### src/rtl/incubator.sv
// Incubator temperature controller: an `ac` FSM picks heat/cool with hysteresis, a `fan` FSM picks cooler speed.
// Optional build macro INCUBATOR_SENSOR_REG_EN registers the sensor input before the FSMs (2-cycle latency).

module incubator_ac #(
  parameter logic signed [7:0] T_HEAT_ON  = 8'sd15,
  parameter logic signed [7:0] T_HEAT_OFF = 8'sd30,
  parameter logic signed [7:0] T_COOL_ON  = 8'sd35,
  parameter logic signed [7:0] T_COOL_OFF = 8'sd25
) (
  input  logic              clk,
  input  logic              rstn,
  input  logic signed [7:0] temp,
  output logic [1:0]        cur,
  output logic [1:0]        nxt
);
  typedef enum logic [1:0] {IDLE = 2'd0, HEAT = 2'd1, COOL = 2'd2} ac_state_e;

  ac_state_e state, state_nx;

  always_ff @(posedge clk) begin
    if (rstn) state <= IDLE;
    else      state <= state_nx;
  end

  // HEAT and COOL only exit to IDLE, so a heat/cool swap always spends a cycle in IDLE.
  always_comb begin
    state_nx = state;
    case (state)
      IDLE: begin
        if (temp < T_HEAT_ON)      state_nx = HEAT;
        else if (temp > T_COOL_ON) state_nx = COOL;
      end
      HEAT:    if (temp >= T_HEAT_OFF) state_nx = IDLE;
      COOL:    if (temp < T_COOL_OFF)  state_nx = IDLE;
      default: state_nx = IDLE;
    endcase
  end

  assign cur = state;
  assign nxt = state_nx;
endmodule

module incubator_fan #(
  parameter logic signed [7:0] T_COOL_ON = 8'sd35,
  parameter logic signed [7:0] T_MID     = 8'sd40,
  parameter logic signed [7:0] T_HIGH    = 8'sd45
) (
  input  logic              clk,
  input  logic              rstn,
  input  logic signed [7:0] temp,
  input  logic              cool_next,
  output logic [3:0]        crs
);
  typedef enum logic [1:0] {OFF = 2'd0, LOW = 2'd1, MID = 2'd2, HIGH = 2'd3} fan_state_e;

  fan_state_e state, state_nx;

  always_ff @(posedge clk) begin
    if (rstn) state <= OFF;
    else      state <= state_nx;
  end

  always_comb begin
    state_nx = state;
    case (state)
      OFF:  if (cool_next) state_nx = LOW;
      LOW:  if (temp > T_MID) state_nx = MID;
      MID: begin
        if (temp > T_HIGH)         state_nx = HIGH;
        else if (temp < T_COOL_ON) state_nx = LOW;
      end
      HIGH: if (temp < T_MID) state_nx = MID;
      default: state_nx = OFF;
    endcase
    // The fan can only spin while the ac FSM is (or is about to stay) cooling.
    if (!cool_next) state_nx = OFF;
  end

  always_comb begin
    crs = 4'd0;
    case (state)
      LOW:     crs = 4'd4;
      MID:     crs = 4'd6;
      HIGH:    crs = 4'd8;
      default: crs = 4'd0;
    endcase
  end
endmodule

module incubator #(
  parameter logic signed [7:0] T_HEAT_ON  = 8'sd15,
  parameter logic signed [7:0] T_HEAT_OFF = 8'sd30,
  parameter logic signed [7:0] T_COOL_ON  = 8'sd35,
  parameter logic signed [7:0] T_COOL_OFF = 8'sd25,
  parameter logic signed [7:0] T_MID      = 8'sd40,
  parameter logic signed [7:0] T_HIGH     = 8'sd45
) (
  input  logic              clk,
  input  logic              rstn,
  input  logic signed [7:0] sensor,
  output logic              heater,
  output logic              cooler,
  output logic [3:0]        CRS
);
  logic signed [7:0] temp;
  logic [1:0]        ac_cur, ac_nxt;

`ifdef INCUBATOR_SENSOR_REG_EN
  logic signed [7:0] sensor_q;
  always_ff @(posedge clk) begin
    if (rstn) sensor_q <= 8'sd0;
    else      sensor_q <= sensor;
  end
  assign temp = sensor_q;
`else
  assign temp = sensor;
`endif

  incubator_ac #(
    .T_HEAT_ON (T_HEAT_ON),
    .T_HEAT_OFF(T_HEAT_OFF),
    .T_COOL_ON (T_COOL_ON),
    .T_COOL_OFF(T_COOL_OFF)
  ) ac (
    .clk (clk),
    .rstn(rstn),
    .temp(temp),
    .cur (ac_cur),
    .nxt (ac_nxt)
  );

  incubator_fan #(
    .T_COOL_ON(T_COOL_ON),
    .T_MID    (T_MID),
    .T_HIGH   (T_HIGH)
  ) fan (
    .clk      (clk),
    .rstn     (rstn),
    .temp     (temp),
    .cool_next(ac_nxt == 2'd2),
    .crs      (CRS)
  );

  assign heater = (ac_cur == 2'd1);
  assign cooler = (ac_cur == 2'd2);
endmodule

### config.mk
export PLATFORM = sky130hd
export DESIGN_NAME = incubator
export DESIGN_NICKNAME = d
export VERILOG_FILES = /design/src/rtl/incubator.sv
export SDC_FILE = /design/constraint.sdc
export NUM_CORES = 1
export LEC_CHECK = 0
export BUFFER_PORTS_ARGS = -buffer_cell sky130_fd_sc_hd__buf_2
export CAP_MARGIN = 20
export CORE_AREA = 2 2 39 41
export DETAILED_ROUTE_END_ITERATION = 10
export DIE_AREA = 0 0 41 43
export GPL_ROUTABILITY_DRIVEN = 0
export MAX_ROUTING_LAYER = met4
export PLACE_DENSITY = 0.55
export SLEW_MARGIN = 40
export SYNTH_ARGS = -nofsm -noshare
export SYNTH_HDL_FRONTEND = slang
export SYNTH_SLANG_ARGS = --single-unit
### constraint.sdc
create_clock -name clk -period 1.8 [get_ports clk]
set_input_delay 0.54 -clock clk [delete_from_list [all_inputs] [get_ports clk]]
set_output_delay 0.54 -clock clk [all_outputs]
set_load 0.1 [all_outputs]
==> flow_summary_export.csv <==
group,metric,value,unit
final_layout,final_common_cell,"buf_2",
die,core_area,0.00138,sq mm
power_and_ir_drop,cellInternalPower,0.000210,W
setup_path,crit_path_end_kind,"output pin",
final_layout,area_growth,52.3,%
route,drc,0,
sta,finalSetupViolCount,0,
die,fp-row-count,14,
synthesis,synth_xor_area_share,0,%
final_layout,ff_latch_area,80.1,sq um
clock_tree,cts-resized-gates,0,
sta,fin_worst_skew,0.00388,ns
synthesis,synth_area,378,sq um
synthesis,syn_nets,60,
final_layout,nets,79,
power_and_ir_drop,combinationalPowerShare,35.7,%
final_layout,n_antenna_cell,0,
setup_path,worst_ep_required_time,1.26,ns
clock_tree,cts_sinks,4,
power_and_ir_drop,p_seq_share,30.8,%
global_route,grt_max_degree,8,
setup_path,startpoint_type,"flip-flop",
route,drt.antenna.violating_nets,0,
power_and_ir_drop,leakage,0.244,nW
global_route,grt_first_pass_wirelength,1.35,mm
synthesis,synth_cells,46,
clock_tree,cts-root-buf,"clkbuf_4",
route,routed_via_density,4.95,
die,start_util,27.3,%
synthesis,avgSynthCellArea,8.21,sq um
synthesis,synth_warnings,0,
clock_tree,htreeDepth,1,
sta,period_share,96.7,%
die,die_x,41,um
synthesis,seq_area_frac_synth,21.2,%
clock_tree,cts_setup_buffers,0,
die,fp.dieH,43,um
final_layout,nFillCells,147,
synthesis,synth_fa_ha_area_share,13.2,%
final_layout,final_cell_mix,"buf_2 (9), inv_1 (7), buf_12 (5)",
power_and_ir_drop,p_per_area,559,mW/mm^2
placed_design,pre_cts_ws,0.0352,ns
clock_tree,cts_buffers,3,
sta,setup_ws,0.0600,ns
route,avgRoutedWirePerCell,10.9,um
synthesis,synth_compound_area_share,27.5,%
outcome,status,"finished clean",
final_layout,drive_above_1_share,39.7,%
global_route,grt_pass1_vias,366,
clock_tree,cts.path.max_buffers,2,
placed_design,io_buffer_count,14,
synthesis,synth_mux_area_share,2.65,%
clock_tree,clock_latency,0.23,ns
power_and_ir_drop,p_switching,0.000112,W
route,dr.pass1.iters,3,
clock_tree,cts_hold_buffers,0,
setup_path,crit_fanout,4,
clock_tree,tritoncts,"built",
global_route,grt_overflow,0,
job,cap_violations,0,
setup_path,worst-setup-path-type,"reg -> out",
sta,max_freq,0.575,GHz
synthesis,synth_top_family_by_area,"compound AO/OA/AOI/OAI gates",
final_layout,multiInputGateArea,274,sq um
power_and_ir_drop,swShare,34.7,%
die,ioPinCount,16,
route,vias,391,
global_route,track_usage,11.6,%
power_and_ir_drop,pwr-share-clk,33.5,%
sta,drv_slew,0,
die,die_area,0.00176,sq mm
sta,post-route-min-period,1.74,ns
power_and_ir_drop,ir_drop,298,uV
synthesis,ys_types,25,
route,wl,865,um
synthesis,synthSimpleGateAreaFrac,25.5,%
sta,rsz0062_at_grt,"false",
global_route,antenna_found_initial,0,
route,drtIter0Drc,1,
sta,hold_viol,0,
setup_path,cp.arrival,1.20,ns
final_layout,postLayoutCoreUtil,41.6,%
synthesis,ys_seq_elements,4,
clock_tree,clkTransAtPathRegs,0.04,ns
min_path,min_path_type,"reg -> reg",
placed_design,dp_hpwl,735,um
final cells by class:
class,count,share of cell area (%)
tap,16,3.48
clock buffer,3,3.91
multi-input combinational,34,47.6
sequential,4,13.9
timing repair buffer,15,26.5
inverter,7,4.57
critical path, cell delays in order, from the launching register on:
cell and delay, ns:
dfxtp_1 0.37, inv_1 0.08, ha_1 0.33, buf_12 0.18
kinds of logic (layout without fill, tap and decap cells):
| kind of cell | count (synthesis) | after routing |
|---|---|---|
| AO/OA/AOI/OAI | 14 | 14 |
| AND/OR/NAND/NOR | 14 | 14 |
| buffers and inverters | 8 | 25 |
| adder cells (fa/ha/maj) | 4 | 4 |
| flip-flops | 4 | 4 |
| other | 1 | 1 |
| multiplexers | 1 | 1 |
layer usage:
metal | GRT usage, % | vias to the layer above | routed length (um) | part of all wire (%)
li1 | - | 204 | - | -
met1 | 11.9 | 177 | 397 | 46
met2 | 19.1 | 10 | 414 | 48
met3 | 1.57 | 0 | 52 | 6.0
met4 | 8.00 | 0 | 0 | 0
met5 | - | - | 0 | 0
registers in the layout, summed over array words and instances, names as in the netlist:
register and count:
fan.state 2, ac.cur 2
synth_stat cells (all sizes together):
| library cell | count | share of area, % |
|---|---|---|
| o21a | 1 | 2.0 |
| inv | 7 | 7.0 |
| o21ai | 1 | 1.3 |
| and3 | 1 | 1.7 |
| o41ai | 1 | 2.3 |
| mux2i | 1 | 2.6 |
| nor2b | 2 | 3.3 |
| ha | 4 | 13 |
| nand3 | 1 | 1.3 |
| dfxtp | 4 | 21 |
| nand4 | 1 | 1.7 |
| o311ai | 1 | 2.3 |
| o31a | 1 | 2.6 |
| nand2 | 2 | 2.0 |
| nor3 | 2 | 2.6 |
| buf | 1 | 2.0 |
| a211oi | 2 | 4.0 |
| conb | 1 | 0.99 |
| nor4b | 3 | 11 |
| a21oi | 2 | 2.6 |
| a31oi | 1 | 1.7 |
| nor2 | 2 | 2.0 |
| o211ai | 3 | 6.0 |
| a211o | 1 | 2.6 |
stage by stage:
step                area (sq um)  hold WS [ns]  setup TNS, ns  cells  power (W)
floorplan                    388         0.462       -0.00110     46   0.000172
global placement             553         0.503              0     76   0.000216
detailed placement           553         0.507              0     76   0.000216
CTS                          576         0.515              0     79   0.000332
global route                 576         0.533              0     79   0.000340
finish                       576         0.507              0     79   0.000322
power groups by stage:
stage	logic [W]	clock network [W]	registers, W
2_1_floorplan	0.0000724	0	0.0000995
3_3_place_gp	0.000115	0	0.000101
3_5_place_dp	0.000115	0	0.000101
4_1_cts	0.000115	0.000117	0.0000993
5_1_grt	0.000122	0.000119	0.0000999
6_report	0.000115	0.000108	0.0000991
worst paths after layout:
| kind | cells after the start | from | endpoint | slack, ns |
|---|---|---|---|---|
| min reg2reg | 2 | fan.state[1] | fan.state[1] | 0.51 |
| min | 2 | fan.state[1] | fan.state[1] | 0.51 |
| max reg2reg | 6 | fan.state[0] | fan.state[0] | 0.32 |
| max | 3 | fan.state[0] | CRS[2] | 0.06 |
(Power assumes the default switching activity.)
